### config.mk
export PLATFORM = sky130hd
export DESIGN_NAME = led_sequencer
export DESIGN_NICKNAME = d
export VERILOG_FILES = /design/src/rtl/led_sequencer_pkg.sv /design/src/rtl/led_prescaler.sv /design/src/rtl/led_sequencer.sv
export SDC_FILE = /design/constraint.sdc
export NUM_CORES = 1
export LEC_CHECK = 0
export BUFFER_PORTS_ARGS = -buffer_cell sky130_fd_sc_hd__buf_2
export CAP_MARGIN = 20
export CORE_AREA = 5 5 93 113
export DETAILED_ROUTE_END_ITERATION = 8
export DIE_AREA = 0 0 98 118
export GPL_ROUTABILITY_DRIVEN = 1
export PLACE_DENSITY = 0.69
export SLEW_MARGIN = 30
export SYNTH_ARGS = -nofsm -noshare
export SYNTH_HDL_FRONTEND = slang
export SYNTH_SLANG_ARGS = --single-unit
### constraint.sdc
create_clock -name clk -period 3.4 [get_ports clk]
set_input_delay 0.17 -clock clk [delete_from_list [all_inputs] [get_ports clk]]
set_output_delay 0.17 -clock clk [all_outputs]
set_load 0.02 [all_outputs]
### src/rtl/led_sequencer_pkg.sv
// led_sequencer_pkg
//   Shared types and constants for the LED sequencer.
//   state_t     : controller states (CLEAR/LOAD/RUN).
//   mode_t      : pattern modes selected by the command word.
//   CMD_*       : bit positions of the command word fields.
//   CB_*_OFS    : callback field offsets, relative to bit LED_WIDTH
//                 (the LED image occupies the low LED_WIDTH bits).
package led_sequencer_pkg;

  typedef enum logic [1:0] {
    CLEAR = 2'd0,
    LOAD  = 2'd1,
    RUN   = 2'd2
  } state_t;

  typedef enum logic [1:0] {
    MODE_STATIC = 2'd0,
    MODE_BLINK  = 2'd1,
    MODE_ROTATE = 2'd2,
    MODE_PWM    = 2'd3
  } mode_t;

  localparam int RATE_W = 5;
  localparam int DUTY_W = 8;

  localparam int CMD_MODE_MSB = 31;
  localparam int CMD_MODE_LSB = 30;
  localparam int CMD_RATE_MSB = 28;
  localparam int CMD_RATE_LSB = 24;
  localparam int CMD_DUTY_MSB = 23;
  localparam int CMD_DUTY_LSB = 16;

  localparam int CB_RATE_OFS  = 0;
  localparam int CB_MODE_OFS  = 5;
  localparam int CB_STATE_OFS = 7;

endpackage

### src/rtl/led_prescaler.sv
// led_prescaler
//   Free-running tick generator. Counts 0 .. 2^min(rate, PRESCALE_WIDTH) - 1
//   and pulses tick on the wrap cycle; rate = 0 ticks every cycle.
//   clk   : clock
//   rst_n : synchronous active-low reset
//   clr   : synchronous counter clear
//   rate  : 5-bit exponent of the tick period
//   tick  : one-cycle pulse on the wrap cycle
module led_prescaler
  import led_sequencer_pkg::*;
#(
  parameter int PRESCALE_WIDTH = 24
) (
  input  logic              clk,
  input  logic              rst_n,
  input  logic              clr,
  input  logic [RATE_W-1:0] rate,
  output logic              tick
);

  localparam logic [PRESCALE_WIDTH-1:0] CNT_ONE = {{(PRESCALE_WIDTH-1){1'b0}}, 1'b1};

  logic [PRESCALE_WIDTH-1:0] cnt_r;
  logic [PRESCALE_WIDTH-1:0] wrap_val;

  // Thermometer mask of rate ones; rates beyond the counter width saturate.
  always_comb begin
    wrap_val = '0;
    for (int i = 0; i < PRESCALE_WIDTH; i++) begin
      if (i < int'(rate)) wrap_val[i] = 1'b1;
    end
  end

  assign tick = (cnt_r == wrap_val);

  always_ff @(posedge clk) begin
    if (!rst_n)          cnt_r <= '0;
    else if (clr | tick) cnt_r <= '0;
    else                 cnt_r <= cnt_r + CNT_ONE;
  end

endmodule

### src/rtl/led_sequencer.sv
// led_sequencer
//   Command-driven LED pattern generator (static / blink / rotate / PWM),
//   paced by led_prescaler, with a registered status word.
//   clk        : clock
//   rst_n      : synchronous active-low reset
//   en_i       : load strobe, rising edge loads data_in_w
//   clr_i      : clear request (level), wins over a simultaneous load
//   data_in_w  : command {mode[31:30], rate[28:24], duty[23:16], pattern}
//   callback_o : {0, state, mode, rate, led} while running, else 0
//   led_o      : registered LED drive
//   Build option: define LED_SEQUENCER_PWM_EN to enable PWM for mode 11;
//   otherwise mode 11 behaves as STATIC and the PWM counter/duty register
//   are not built.
//
//   state | meaning
//   ------+-------------------------------------------------------------
//   CLEAR | LEDs off, waiting for a load event
//   LOAD  | one cycle: apply initial pattern, zero prescaler/PWM counter
//   RUN   | pattern evolves on each prescaler tick
module led_sequencer
  import led_sequencer_pkg::*;
#(
  parameter int LED_WIDTH      = 8,
  parameter int DATA_WIDTH     = 32,
  parameter int CALLBACK_WIDTH = 32,
  parameter int PRESCALE_WIDTH = 24
) (
  input  logic                      clk,
  input  logic                      rst_n,
  input  logic                      en_i,
  input  logic                      clr_i,
  input  logic [DATA_WIDTH-1:0]     data_in_w,
  output logic [CALLBACK_WIDTH-1:0] callback_o,
  output logic [LED_WIDTH-1:0]      led_o
);

  logic en_r, en_d, clr_r;
  logic load_evt, capture, tick, presc_clr;

  state_t state_r, state_nxt;
  mode_t  mode_r;
  logic [RATE_W-1:0]         rate_r;
  logic [LED_WIDTH-1:0]      pattern_r;
  logic [LED_WIDTH-1:0]      led_r, led_nxt;
  logic [CALLBACK_WIDTH-1:0] cb_r, cb_nxt;

`ifdef LED_SEQUENCER_PWM_EN
  logic [DUTY_W-1:0] duty_r;
  logic [7:0]        pwm_cnt_r, pwm_nxt, pwm_inc;
`endif

  // Not every command bit is decoded in every build.
  logic unused_cmd_bits;
  assign unused_cmd_bits = ^data_in_w;

  assign load_evt  = en_r & ~en_d & ~clr_r;
  assign capture   = load_evt & ((state_r == CLEAR) | (state_r == RUN));
  assign presc_clr = clr_r | (state_r != RUN);

  led_prescaler #(
    .PRESCALE_WIDTH (PRESCALE_WIDTH)
  ) u_prescaler (
    .clk   (clk),
    .rst_n (rst_n),
    .clr   (presc_clr),
    .rate  (rate_r),
    .tick  (tick)
  );

  always_ff @(posedge clk) begin
    if (!rst_n) state_r <= CLEAR;
    else        state_r <= state_nxt;
  end

  always_comb begin
    state_nxt = state_r;
    if (clr_r) begin
      state_nxt = CLEAR;
    end else begin
      case (state_r)
        CLEAR:   if (load_evt) state_nxt = LOAD;
        LOAD:    state_nxt = RUN;
        RUN:     if (load_evt) state_nxt = LOAD;
        default: state_nxt = CLEAR;
      endcase
    end
  end

  always_comb begin
    led_nxt = led_r;
`ifdef LED_SEQUENCER_PWM_EN
    pwm_inc = pwm_cnt_r + 8'd1;
    pwm_nxt = pwm_cnt_r;
`endif
    if (clr_r) begin
      led_nxt = '0;
`ifdef LED_SEQUENCER_PWM_EN
      pwm_nxt = '0;
`endif
    end else begin
      case (state_r)
        CLEAR: begin
          led_nxt = '0;
`ifdef LED_SEQUENCER_PWM_EN
          pwm_nxt = '0;
`endif
        end
        LOAD: begin
          led_nxt = pattern_r;
`ifdef LED_SEQUENCER_PWM_EN
          pwm_nxt = '0;
          if ((mode_r == MODE_PWM) && (duty_r == 8'd0)) led_nxt = '0;
`endif
        end
        RUN: begin
          // A reload holds the current LEDs until LOAD applies the new pattern.
          if (tick && !load_evt) begin
            case (mode_r)
              MODE_BLINK:  led_nxt = led_r ^ pattern_r;
              MODE_ROTATE: led_nxt = {led_r[LED_WIDTH-2:0], led_r[LED_WIDTH-1]};
`ifdef LED_SEQUENCER_PWM_EN
              MODE_PWM: begin
                pwm_nxt = pwm_inc;
                led_nxt = (pwm_inc < duty_r) ? pattern_r : '0;
              end
`endif
              default: ;
            endcase
          end
        end
        default: led_nxt = '0;
      endcase
    end
  end

  always_comb begin
    cb_nxt = '0;
    if (state_r == RUN) begin
      cb_nxt[LED_WIDTH-1:0]                     = led_r;
      cb_nxt[LED_WIDTH+CB_RATE_OFS +: RATE_W]   = rate_r;
      cb_nxt[LED_WIDTH+CB_MODE_OFS +: 2]        = mode_r;
      cb_nxt[LED_WIDTH+CB_STATE_OFS +: 2]       = state_r;
    end
  end

  always_ff @(posedge clk) begin
    if (!rst_n) begin
      en_r      <= 1'b0;
      en_d      <= 1'b0;
      clr_r     <= 1'b0;
      mode_r    <= MODE_STATIC;
      rate_r    <= '0;
      pattern_r <= '0;
      led_r     <= '0;
      cb_r      <= '0;
`ifdef LED_SEQUENCER_PWM_EN
      duty_r    <= '0;
      pwm_cnt_r <= '0;
`endif
    end else begin
      en_r  <= en_i;
      en_d  <= en_r;
      clr_r <= clr_i;
      led_r <= led_nxt;
      cb_r  <= cb_nxt;
      if (capture) begin
        mode_r    <= mode_t'(data_in_w[CMD_MODE_MSB:CMD_MODE_LSB]);
        rate_r    <= data_in_w[CMD_RATE_MSB:CMD_RATE_LSB];
        pattern_r <= data_in_w[LED_WIDTH-1:0];
`ifdef LED_SEQUENCER_PWM_EN
        duty_r    <= data_in_w[CMD_DUTY_MSB:CMD_DUTY_LSB];
`endif
      end
`ifdef LED_SEQUENCER_PWM_EN
      pwm_cnt_r <= pwm_nxt;
`endif
    end
  end

  assign led_o      = led_r;
  assign callback_o = cb_r;

endmodule

* Yosys cells after proc, flatten, opt, wreduce, memory -nomap -nowiden
Cells that the tools add are included.
** Operators by class
- Add/sub/neg operators :: 1
- Magnitude comparators :: 24
- Equality and inequality tests :: 9
- Muxes and demuxes :: 29
- Bitwise logic cells :: 10
- Reductions and logical operators :: 8
** Operator list (count)
- $lt A4 B5 Y1 const A :: 8
- $lt A5 B5 Y1 const A :: 8
- $pmux W8 S2 :: 2
- $add A24 B1 Y24 const B :: 1
- $eq A24 B24 Y1 :: 1
- $mux W1 :: 24
- $lt A3 B5 Y1 const A :: 4
- $lt A1 B5 Y1 const A :: 2
- $lt A2 B5 Y1 const A :: 2
- $mux W8 :: 1
- $xor A8 B8 Y8 :: 1
- $reduce_or A2 Y1 :: 3
- $eq A2 B1 Y1 const B :: 2
- $eq A2 B2 Y1 const B :: 2
- $ne A2 B2 Y1 const B :: 2
- $pmux W2 S2 :: 1
- $reduce_and A2 Y1 :: 2
- $and A1 B1 Y1 :: 3
- $ne A3 B1 Y1 const B :: 1
- $not A1 Y1 :: 3
- $or A1 B1 Y1 :: 3
- $logic_not A2 Y1 :: 1
- $mux W2 :: 1
- $ne A2 B1 Y1 const B :: 1
- 2 further kinds :: 2
** Storage, ports and cells
- Flip-flop bits (word level) :: 84
- Output and inout port bits :: 40
- Logic and storage cells :: 92

* Longest topological paths before layout
- Depth in word-level cells :: 7
- Mapped depth :: 10

* Modules after synthesis
From an unflattened synthesis, not the netlist that was laid out.
** Second synthesis, totals
- Cells, all modules :: 404
- Area total of the unflattened synthesis :: 3709.8 µm²
** By module, submodules not included
- led_sequencer :: instances 1, cells an instance 195, area an instance 2043.2 µm², sequential area each 900.9 µm²
- led_prescaler :: instances 1, cells an instance 209, area an instance 1666.6 µm², sequential area each 480.5 µm²

* Worst setup path after synthesis
OpenSTA, ideal clock, no wires.
- Path type :: reg-to-reg
- Start point :: reg rate_r[2]
- End point :: reg led_r[0], in the netlist led_o[0]
- Arrival :: 2255 ps
- Path slack :: 1073 ps
- Stages on the path, launching flop included :: 10
- Path buffers :: 2
- Period minus slack after synthesis :: 2327 ps
- Cells stage by stage :: dfxtp_1 -> buf_2 -> buf_6 -> a211oi_2 -> nand4_1 -> a21o_1 -> a21oi_1 -> nand4_1 -> o41ai_4 -> mux2i_1
** Between the ends
- Cells in the longest elaborated chain, start to end :: 6
- Elaborated cells on any way between the ends :: 52
- Classes of those cells :: order compare: 24; eq/ne: 2; mux: 24; reduce/logical: 2
** Ends and longest elaborated chain
- from (decl) :: RTL line led_sequencer.sv:42 : logic [RATE_W-1:0] rate_r;
- from (signal assigned) :: RTL line led_sequencer.sv:168 : rate_r <= data_in_w[CMD_RATE_MSB:CMD_RATE_LSB];
- $lt A1 B5 Y1 (tied with other cells) :: RTL line led_prescaler.sv:30 : if (i < int'(rate)) wrap_val[i] = 1'b1;
- $mux W1 :: RTL line led_prescaler.sv:30
- $eq A24 B24 Y1 (*) :: RTL line led_prescaler.sv:34 : assign tick = (cnt_r == wrap_val);
- $logic_and A1 B1 Y1 (*) :: RTL line led_sequencer.sv:117 : if (tick && !load_evt) begin
- $ne A2 B2 Y1 (no line) (*)
- $reduce_and A2 Y1 (no line) (*)
- to (signal assigned) :: RTL line led_sequencer.sv:164 : led_r <= led_nxt;
- to (decl) :: RTL line led_sequencer.sv:44 : logic [LED_WIDTH-1:0] led_r, led_nxt;
Mark *: on every way between the ends. The rest lies on a longest branch, timed or not.
A chain may end at the register's enable or synchronous reset.

* Worst setup path in the final report
- Start point :: reg rate_r[1]
- End point :: reg led_r[0], in the netlist led_o[0]
Same word-level chain as after synthesis.

==> flow_summary.json <==
{
  "rows": 39,
  "cts_resized": 0,
  "design_area_um2": 4119,
  "clock-sinks": 69,
  "finClkSkew_ps": 8.781,
  "min_period_ps": 2777,
  "rsz0062_at_grt": "no",
  "core_um2": 9320,
  "cap_viol_max_count": 0,
  "worstPathRequired_ps": 3660,
  "cts_inserted_buffers": 9,
  "outcome": "complete, no violations",
  "grt_pass1_wl_mm": 14.28,
  "grt_busiest_layer": "met2",
  "antenna-diode-count": 0,
  "h-tree-depth": 3,
  "placed_area_um2": 3844,
  "multiInputGateArea_um2": 2003,
  "wl_per_cell_um": 13.77,
  "syn_to_final_growth_pct": 13.79,
  "dr.first_iter.drc_count": 138,
  "start_util_pct": 38.84,
  "yosysTopAreaCellShare_pct": 38.16,
  "slowest_stage": "dfxtp_1",
  "crit_path_end_kind": "flip-flop",
  "hold_slack_ps": 46.06,
  "grt_usage_pct": 14.87,
  "fin_tns_setup_ps": 0,
  "drc": 0,
  "fill_cells": 941,
  "nets": 524,
  "ys_async_sr_fraction_pct": 0,
  "drv_slew": 0,
  "synth-edff-count": 0,
  "crit_top_cell": "o21ai_0",
  "root_buffer": "clkbuf_16",
  "drive_gt1_share_pct": 15.61,
  "routed_wl_mm": 8.397,
  "post_cts_buffers": 0,
  "synthTopCellsByArea": "dfxtp_1 (38%), nand2_1 (6.4%), nor2_1 (5.0%)",
  "antenna_found_initial": 0,
  "clk-insertion-delay-late_ps": 330,
  "first_pass_iters": 4,
  "hold_viol_final": 0,
  "io_pins": 76,
  "port_buffers": 43,
  "ir_drop_mv": 0.2363,
  "grt_max_degree": 38,
  "vias_per_cell": 5.152,
  "syn_area_um2": 3620,
  "first_global_vias": 2994,
  "p_per_area_nw_per_um2": 443.9,
  "clockBufferDepth": 2,
  "worst-setup-path-type": "reg -> reg",
  "path_cells": "o21ai_0, o21ai_0, a22oi_1, a2111oi_2, nand4_1, o41ai_4, buf_4, mux2i_1",
  "fin_crit_sh_pct": 81.69,
  "die-height_um": 118,
  "synth_common_cells": "dfxtp_1 (69), nand2_1 (62), nor2_1 (48)",
  "synth_top_cell_by_area": "dfxtp_1",
  "die_area_um2": 11560,
  "finalSetupViolCount": 0,
  "ant_nets": 0,
  "cts_tree": "built",
  "clkSlewWorstSetupHoldPaths_ps": 60,
  "grt_use_met3_pct": 4.090,
  "synth_flop_cell": "dfxtp_1",
  "synth_seq_cells": 69,
  "met2_usage_pct": 26.66,
  "p_leak_uw": 0.001682,
  "cp_max_fo": 18,
  "ctsHoldBuffers": 0,
  "syn_inst": 452,
  "via_count": 3143,
  "arrival_ps": 3040,
  "place.gp.congestion": 0.8805,
  "seqCellArea_um2": 1381,
  "use_met1_pct": 16.92,
  "ys_warn_count": 0,
  "yosysMostFrequentCell": "dfxtp_1",
  "die_w_um": 98,
  "yosysSeqAreaShare_pct": 38.16,
  "crit_path_start_kind": "flip-flop",
  "overflow": 0,
  "yosysUniqueCellTypes": 55,
  "hpwl_mm": 5.999,
  "cp_slowest_stage_delay_ps": 740,
  "max_clock_freq_mhz": 360.1,
  "power_uw": 1829,
  "slew_headroom_pct": 48.30,
  "min_path_type": "in -> reg",
  "worstMarginPinSlew_ps": 775.5,
  "postSynthAreaPerCell_um2": 8.008
}
-- registers in the layout (all words and copies together), names as in the netlist --
name               cells
en_d                   1
en_r                   1
mode_r                 2
clr_r                  1
u_prescaler.cnt_r     24
pattern_r              8
rate_r                 5
callback_o            17
state_r                2
led_o                  8
-- worst max-delay path, delay by kind of cell, from the launching register on --
| kind | cells | cell delay (ps) |
|---|---|---|
| AOI/OAI and AO/OA | 5 | 1240 |
| and+or+nand+nor | 1 | 280 |
| muxes | 1 | 200 |
| DFF | 1 | 740 |
| buffers and inverters | 1 | 230 |
-- metrics by stage --
step	utilization (%)	worst slack [ps]	cells
final	44.19	622.6	610
after floorplan	-	1073	466
after CTS	44.19	630.7	610
after global placement	41.24	705.7	594
after global routing	44.19	417.4	610
after detailed placement	41.24	672.2	594
-- routing by layer --
metal  part of all wire (%)  up-vias
met2                     53       81
met4                    1.8        0
li1                       -     1575
met3                    4.5       12
met5                      0        -
met1                     41     1475
-- cells in the final DEF, fill, tap and decap left out, drive strengths merged, types with 3 or more instances in the layout --
master   Yosys  layout
a2111oi      3       3
a211oi       3       3
a21boi      15      15
a21oi       14      14
and2         7       7
and3        24      24
buf         25      50
clkbuf      20      10
conb         1      15
dfxtp       69      69
ha           6       6
inv         10      12
mux2i        8       8
nand2       62      62
nand2b       4       4
nand3       16      16
nand4        8       8
nor2        48      48
nor2b        6       6
nor3         6       6
nor3b        9       9
nor4b        3       3
o21ai       34      34
xnor2        9       9
xor2        15      15
-- worst paths after layout --
check	from	endpoint	slack [ps]	cells after the start
worst max register to register	rate_r[1]	led_o[0]	620	8
worst min register to register	en_r	en_d	470	1
worst max-delay path	rate_r[1]	led_o[0]	620	8
worst min-delay path	clr_i	clr_r	50	2
-- report_power, final --
group          switching (uW)  internal, uW
Clock                     364           498
Combinational            81.7          46.7
Sequential               18.2           819
-- area by class of cell --
| cell class | instances | share of cell area (%) |
|---|---|---|
| multi-input cells | 342 | 48.63 |
| flip-flops and latches | 69 | 33.54 |
| repair buffers | 50 | 6.501 |
| clock buffers | 10 | 5.559 |
| well taps | 123 | 3.736 |
| clock inverters | 6 | 1.124 |
| inverters | 10 | 0.9113 |
-- kinds of logic after synthesis --
family                     after synthesis  share of synthesized area [%]
adders and majority gates                7                          2.385
and+or+nand+nor                        201                          27.07
AOI/OAI and AO/OA                       87                          16.32
other                                    1                         0.1036
xor gates and xnor gates                24                          5.807
buffers and inverters                   55                          7.950
DFF                                     69                          38.16
muxes                                    8                          2.212
Power figures use the tool's default switching activity.
